--- config.mk ---
export PLATFORM = sky130hd
export DESIGN_NAME = updown_counter_param
export DESIGN_NICKNAME = d
export VERILOG_FILES = /design/src/rtl/updown_counter_param.sv
export SDC_FILE = /design/constraint.sdc
export NUM_CORES = 1
export LEC_CHECK = 0
export ABC_AREA = 1
export ABC_CLOCK_PERIOD_IN_PS = 2300
export CORE_AREA = 3 3 40 42
export CTS_CLUSTER_SIZE = 25
export DETAILED_ROUTE_END_ITERATION = 8
export DIE_AREA = 0 0 43 45
export GPL_ROUTABILITY_DRIVEN = 0
export SYNTH_ARGS = -nofsm -noshare
export SYNTH_HDL_FRONTEND = slang
export SYNTH_SLANG_ARGS = --single-unit
--- constraint.sdc ---
create_clock -name clk -period 2.3 [get_ports clk]
set_input_delay 0.23 -clock clk [delete_from_list [all_inputs] [get_ports clk]]
set_output_delay 0.23 -clock clk [all_outputs]
set_load 0.05 [all_outputs]
--- src/rtl/updown_counter_param.sv ---
// updown_counter_param
// Parametrised synchronous up/down counter with count enable, direction
// select, parallel load, programmable modulus and wrap/saturate behaviour.
// Q, ovf and lerr come straight from flops.
// tc is the only combinational output: it flags the cycle before an
// end-of-range edge.
module updown_counter_param #(
    parameter int WIDTH    = 4,
    parameter int MODULUS  = 16,
    parameter bit SATURATE = 1'b0
) (
    input  logic             clk,
    input  logic             rst,
    input  logic             E,
    input  logic             x,
    input  logic             load,
    input  logic [WIDTH-1:0] din,
    output logic [WIDTH-1:0] Q,
    output logic             tc,
    output logic             ovf,
    output logic             lerr
);

    // Highest legal count. Arithmetic stays inside 0..MAX, so a
    // non-power-of-two modulus never lets Q escape the range.
    localparam logic [WIDTH-1:0] MAX = WIDTH'(MODULUS - 1);
    localparam logic [WIDTH-1:0] ZERO = '0;
    localparam logic [WIDTH-1:0] ONE = WIDTH'(1);

    logic [WIDTH-1:0] q_r;
    logic             ovf_r;
    logic             lerr_r;

    logic [WIDTH-1:0] q_next_s;
    logic             ovf_next_s;
    logic             lerr_next_s;
    logic             at_max_s;
    logic             at_zero_s;

    assign at_max_s  = (q_r == MAX);
    assign at_zero_s = (q_r == ZERO);

    // Next-state selection: load has priority over counting; an idle cycle holds.
    always_comb begin
        q_next_s    = q_r;
        ovf_next_s  = 1'b0;
        lerr_next_s = 1'b0;
        if (load) begin
            if (din > MAX) begin
                q_next_s    = MAX;
                lerr_next_s = 1'b1;
            end else begin
                q_next_s = din;
            end
        end else if (E) begin
            case (x)
                1'b1: begin
                    if (at_max_s) begin
                        q_next_s   = SATURATE ? MAX : ZERO;
                        ovf_next_s = 1'b1;
                    end else begin
                        q_next_s = q_r + ONE;
                    end
                end
                1'b0: begin
                    if (at_zero_s) begin
                        q_next_s   = SATURATE ? ZERO : MAX;
                        ovf_next_s = 1'b1;
                    end else begin
                        q_next_s = q_r - ONE;
                    end
                end
                default: begin
                    q_next_s = q_r;
                end
            endcase
        end else begin
            q_next_s = q_r;
        end
    end

    // State and event-pulse registers; synchronous reset clears everything.
    always_ff @(posedge clk) begin
        if (rst) begin
            q_r    <= ZERO;
            ovf_r  <= 1'b0;
            lerr_r <= 1'b0;
        end else begin
            q_r    <= q_next_s;
            ovf_r  <= ovf_next_s;
            lerr_r <= lerr_next_s;
        end
    end

    // Terminal count: this cycle's edge will wrap or saturate.
    always_comb begin
        tc = E & ~load & ((x & at_max_s) | (~x & at_zero_s));
    end

    assign Q    = q_r;
    assign ovf  = ovf_r;
    assign lerr = lerr_r;

endmodule

==> results by stage <==
CTS:
- Gates resized during post-CTS repair numbered 0.
- The CTS root buffer is clkbuf_4.
- The number of clock sinks seen by CTS is 5.
- The buffer levels on the longest clock path is 2.
- The clock tree from TritonCTS is done.
- Buffers inserted to repair hold after CTS numbered 0.
- The number of CTS-inserted buffers is 3.
- The setup fix buffers added after clock tree synthesis is 0.
- The clock reaches the later pin of the worst-skew pair after 0.24 ns.
- The number of H-tree branching levels is 1.
- The clock transition at the registers of the reported paths is 0.04 ns.

Timing:
- The clock arrives with 0.000661 ns of skew.
- Dividing the final minimum period by the clock period gives 0.789.
- Derived from the worst setup path, the maximum achievable clock frequency is 551 MHz.
- The headroom to the max-slew limit is 0.667.
- Subtracting the final worst setup slack from the clock period gives 1.81 ns.
- At the pin with the least slew margin, the transition time is 0.498 ns.
- After routing, the total negative slack on setup checks comes to 0 ns.
- Setup repair after global routing left no endpoint under its margin.
- The max-slew violation total from the final report was 0.
- The count of endpoints failing hold in the final timing report is 0.
- Setup violations remaining at the end of the flow were counted as 0.

Setup path:
- The end of the worst register-to-register path is Q[3].
- The highest net fanout along the worst path is 6.
- The number of cells on the critical path is 5.
- STA classifies the critical path endpoint as a primary output.
- The slowest stage of the critical path belongs to the cell dfxtp_1.
- The endpoint of the worst setup timing path is tc.
- The startpoint identified for the worst register-to-register timing path is Q[0].
- The signal on the critical path passes through inv_1, ha_1, a31oi_1, nor3_2, buf_12.
- Data on the critical path arrives at its endpoint at 1.58 ns.
- For the worst setup path, the data required time is 2.07 ns.
- The type of the setup path with the least slack is flip-flop to primary output.
- The worst register-to-register path has a depth of 8.
- The critical path starts at Q[0].
- The kind of cell adding the most delay to the critical path is flip-flops.
- The kind of start point of the critical path is a flip-flop.
- Across all register-to-register paths, the minimum setup slack is 0.94 ns.
- The critical path buffer and inverter count is 2.
- The critical path's largest stage delay is 0.41 ns.

Finish:
- Summing all non-filler instances in the final layout gives an area of 586 um2.
- Summing all multi-input logic gate instances after layout gives 249 um2.
- The area growth from synthesis to final layout is 47.6%.
- The proportion of layout cells with a drive suffix above 1 is 0.192.
- The number of fill cells is 146.
- The number of antenna diodes in the final layout is 0.
- The number of nets in the layout is 85.
- The combined flip-flop and latch cell area is 100 um2.

Min path:
- The critical hold path startpoint is din[1].
- The tightest min-delay check is of the input pin to flip-flop type.

Logic synthesis:
- The fraction of the yosys area taken by sequential cells is 0.252.
- The summed instance area of the synthesized netlist is 397 um2.
- The Yosys step of the flow raised 0 warnings.
- The gate count after technology mapping is 56.
- Counting every net in the synthesized netlist gives 67.
- The netlist uses 22 different library cells.
- The mean cell area of the mapped netlist is 7.08 um2.
- Synthesis inferred 5 register bits.

Floorplanning:
- The die area is 1940 um2.
- The width of the chip is 43 um.
- The floorplan step set the die height to 45 um.
- Row generation in the floorplan step produced 13 rows.
- The starting density of the core is 0.309.
- The total I/O pin count is 16.
- The core footprint is 1280 um2.

Routing:
- For this block, the initial DRC count from the detailed router was 7.
- In the final routed layout, each cell accounts on average for 10.0 um.
- The number of detailed-routing iterations run before antenna repair is 2.
- The total detailed-routing wirelength is 882 um.
- In the routed layout, each cell is associated on average with a via count of 4.39.
- The post-route antenna net violation count is 0.
- The final route contains 386 vias.
- The residual DRC count is 0.

Placement:
- Input and output buffers added on the ports amount to 14.
- The placed wire-length estimate is 689 um.
- Summing all placed instances gives a cell area of 559 um2.

Pwr:
- The power density over the cells is 537 nW/um2.
- Summed over all cells, the static leakage comes to 0.249 nW.
- The peak ir drop on the vdd network is 287 uV.

Global routing:
- The first global-routing pass estimated 1430 um of wire.
- For this run, global-route usage on met2 was measured as 0.138.
- The initial antenna violation count is 0.
- For this run, global-route usage on met3 was measured as 0.0239.
- The met1 demand-to-capacity share in global routing is 0.137.
- The largest net degree at the start of global routing is 8.
- The number of global-route vias before repair is 327.
- The total global-route track usage is 0.103.
- The global-route congestion overflow total is 0.
- The global routing stage identified its most utilized layer as met2.

Run:
- The number of maximum-capacitance violations is 0.

Run status:
- The run finished with clean final reports.
-- cell usage after synthesis, drive strengths merged --
master / n / area, um2
conb: 1 / 3.75
buf: 2 / 18.8
nor3: 1 / 5.00
dfxtp: 5 / 100
ha: 2 / 25.0
nor2: 3 / 28.8
xor2: 1 / 8.76
inv: 9 / 33.8
a31oi: 2 / 12.5
xnor2: 1 / 8.76
nand4: 1 / 6.26
nand2: 16 / 60.1
a22oi: 2 / 15.0
nor4: 1 / 12.5
a21oi: 3 / 18.8
nand3: 5 / 30.0
a31o: 1 / 8.76
-- registers in the layout (all words and copies together) (netlist names) --
register,cells
Q,4
ovf,1
-- worst min-delay path: stages --
cell and delay [ns]:
clkdlybuf4s50_1 0.41, nand2_1 0.06, a31oi_1 0.07
-- per-stage QoR --
step                setup WS, ns  utilization  cells  power (mW)  hold slack (ns)
finish                     0.485        0.456     88       0.314            0.578
global route               0.370        0.456     88       0.338            0.596
floorplan                  0.174            -     56       0.175            0.292
CTS                        0.472        0.456     88       0.321            0.580
global placement           0.609        0.435     84       0.213            0.597
detailed placement         0.582        0.435     84       0.213            0.597
-- kinds of logic after synthesis --
logic type                 share of synthesized area
AOI/OAI and AO/OA                              0.139
xor gates and xnor gates                      0.0442
adders and majority gates                     0.0631
buffers and inverters                          0.132
DFF                                            0.252
other                                        0.00945
and+or+nand+nor                                0.360
-- layout make-up --
| class | count | share of cell area |
|---|---|---|
| flip-flops and latches | 5 | 0.171 |
| repair buffers | 15 | 0.269 |
| clock buffers | 4 | 0.0449 |
| multi-input cells | 40 | 0.425 |
| well taps | 15 | 0.0321 |
| inverters | 9 | 0.0577 |
-- worst min path at each step --
stage	endpoint	cells past startpoint
CTS	Q[1]	3
global route	Q[1]	3
floorplan	Q[3]	1
finish	Q[1]	3
global placement	Q[1]	2
detailed placement	Q[1]	2
-- per-layer routing --
layer | vias to the layer above | part of all wire
li1 | 212 | -
met1 | 160 | 0.49
met2 | 12 | 0.43
met3 | 2 | 0.049
met4 | 0 | 0.024
met5 | - | 0
-- where the power goes --
| part | switching [mW] | internal (mW) | total (mW) |
|---|---|---|---|
| combinational | 0.0642 | 0.0465 | 0.111 |
| sequential | 0.00819 | 0.0928 | 0.101 |
| clock | 0.0369 | 0.0656 | 0.103 |
-- cell usage in the layout, fill, tap and decap left out --
master / netlist / final
a31oi_1: 2 / 2
nor2_2: 1 / 1
nor3_2: 0 / 1
inv_2: 1 / 1
a22oi_1: 2 / 2
a21oi_1: 2 / 2
a31o_2: 1 / 1
inv_1: 8 / 8
xor2_1: 1 / 1
ha_1: 2 / 2
nand3_1: 4 / 4
a21oi_2: 1 / 1
conb_1: 1 / 1
nand2_1: 16 / 16
dfxtp_1: 5 / 5
buf_12: 0 / 1
clkdlybuf4s50_1: 0 / 13
nand3_2: 1 / 1
xnor2_1: 1 / 1
clkbuf_1: 0 / 1
clkbuf_4: 0 / 3
buf_4: 1 / 1
nor4_2: 1 / 1
nand4_1: 1 / 1
nor2_4: 2 / 2
Note: power is estimated with default switching activity, not from simulation.
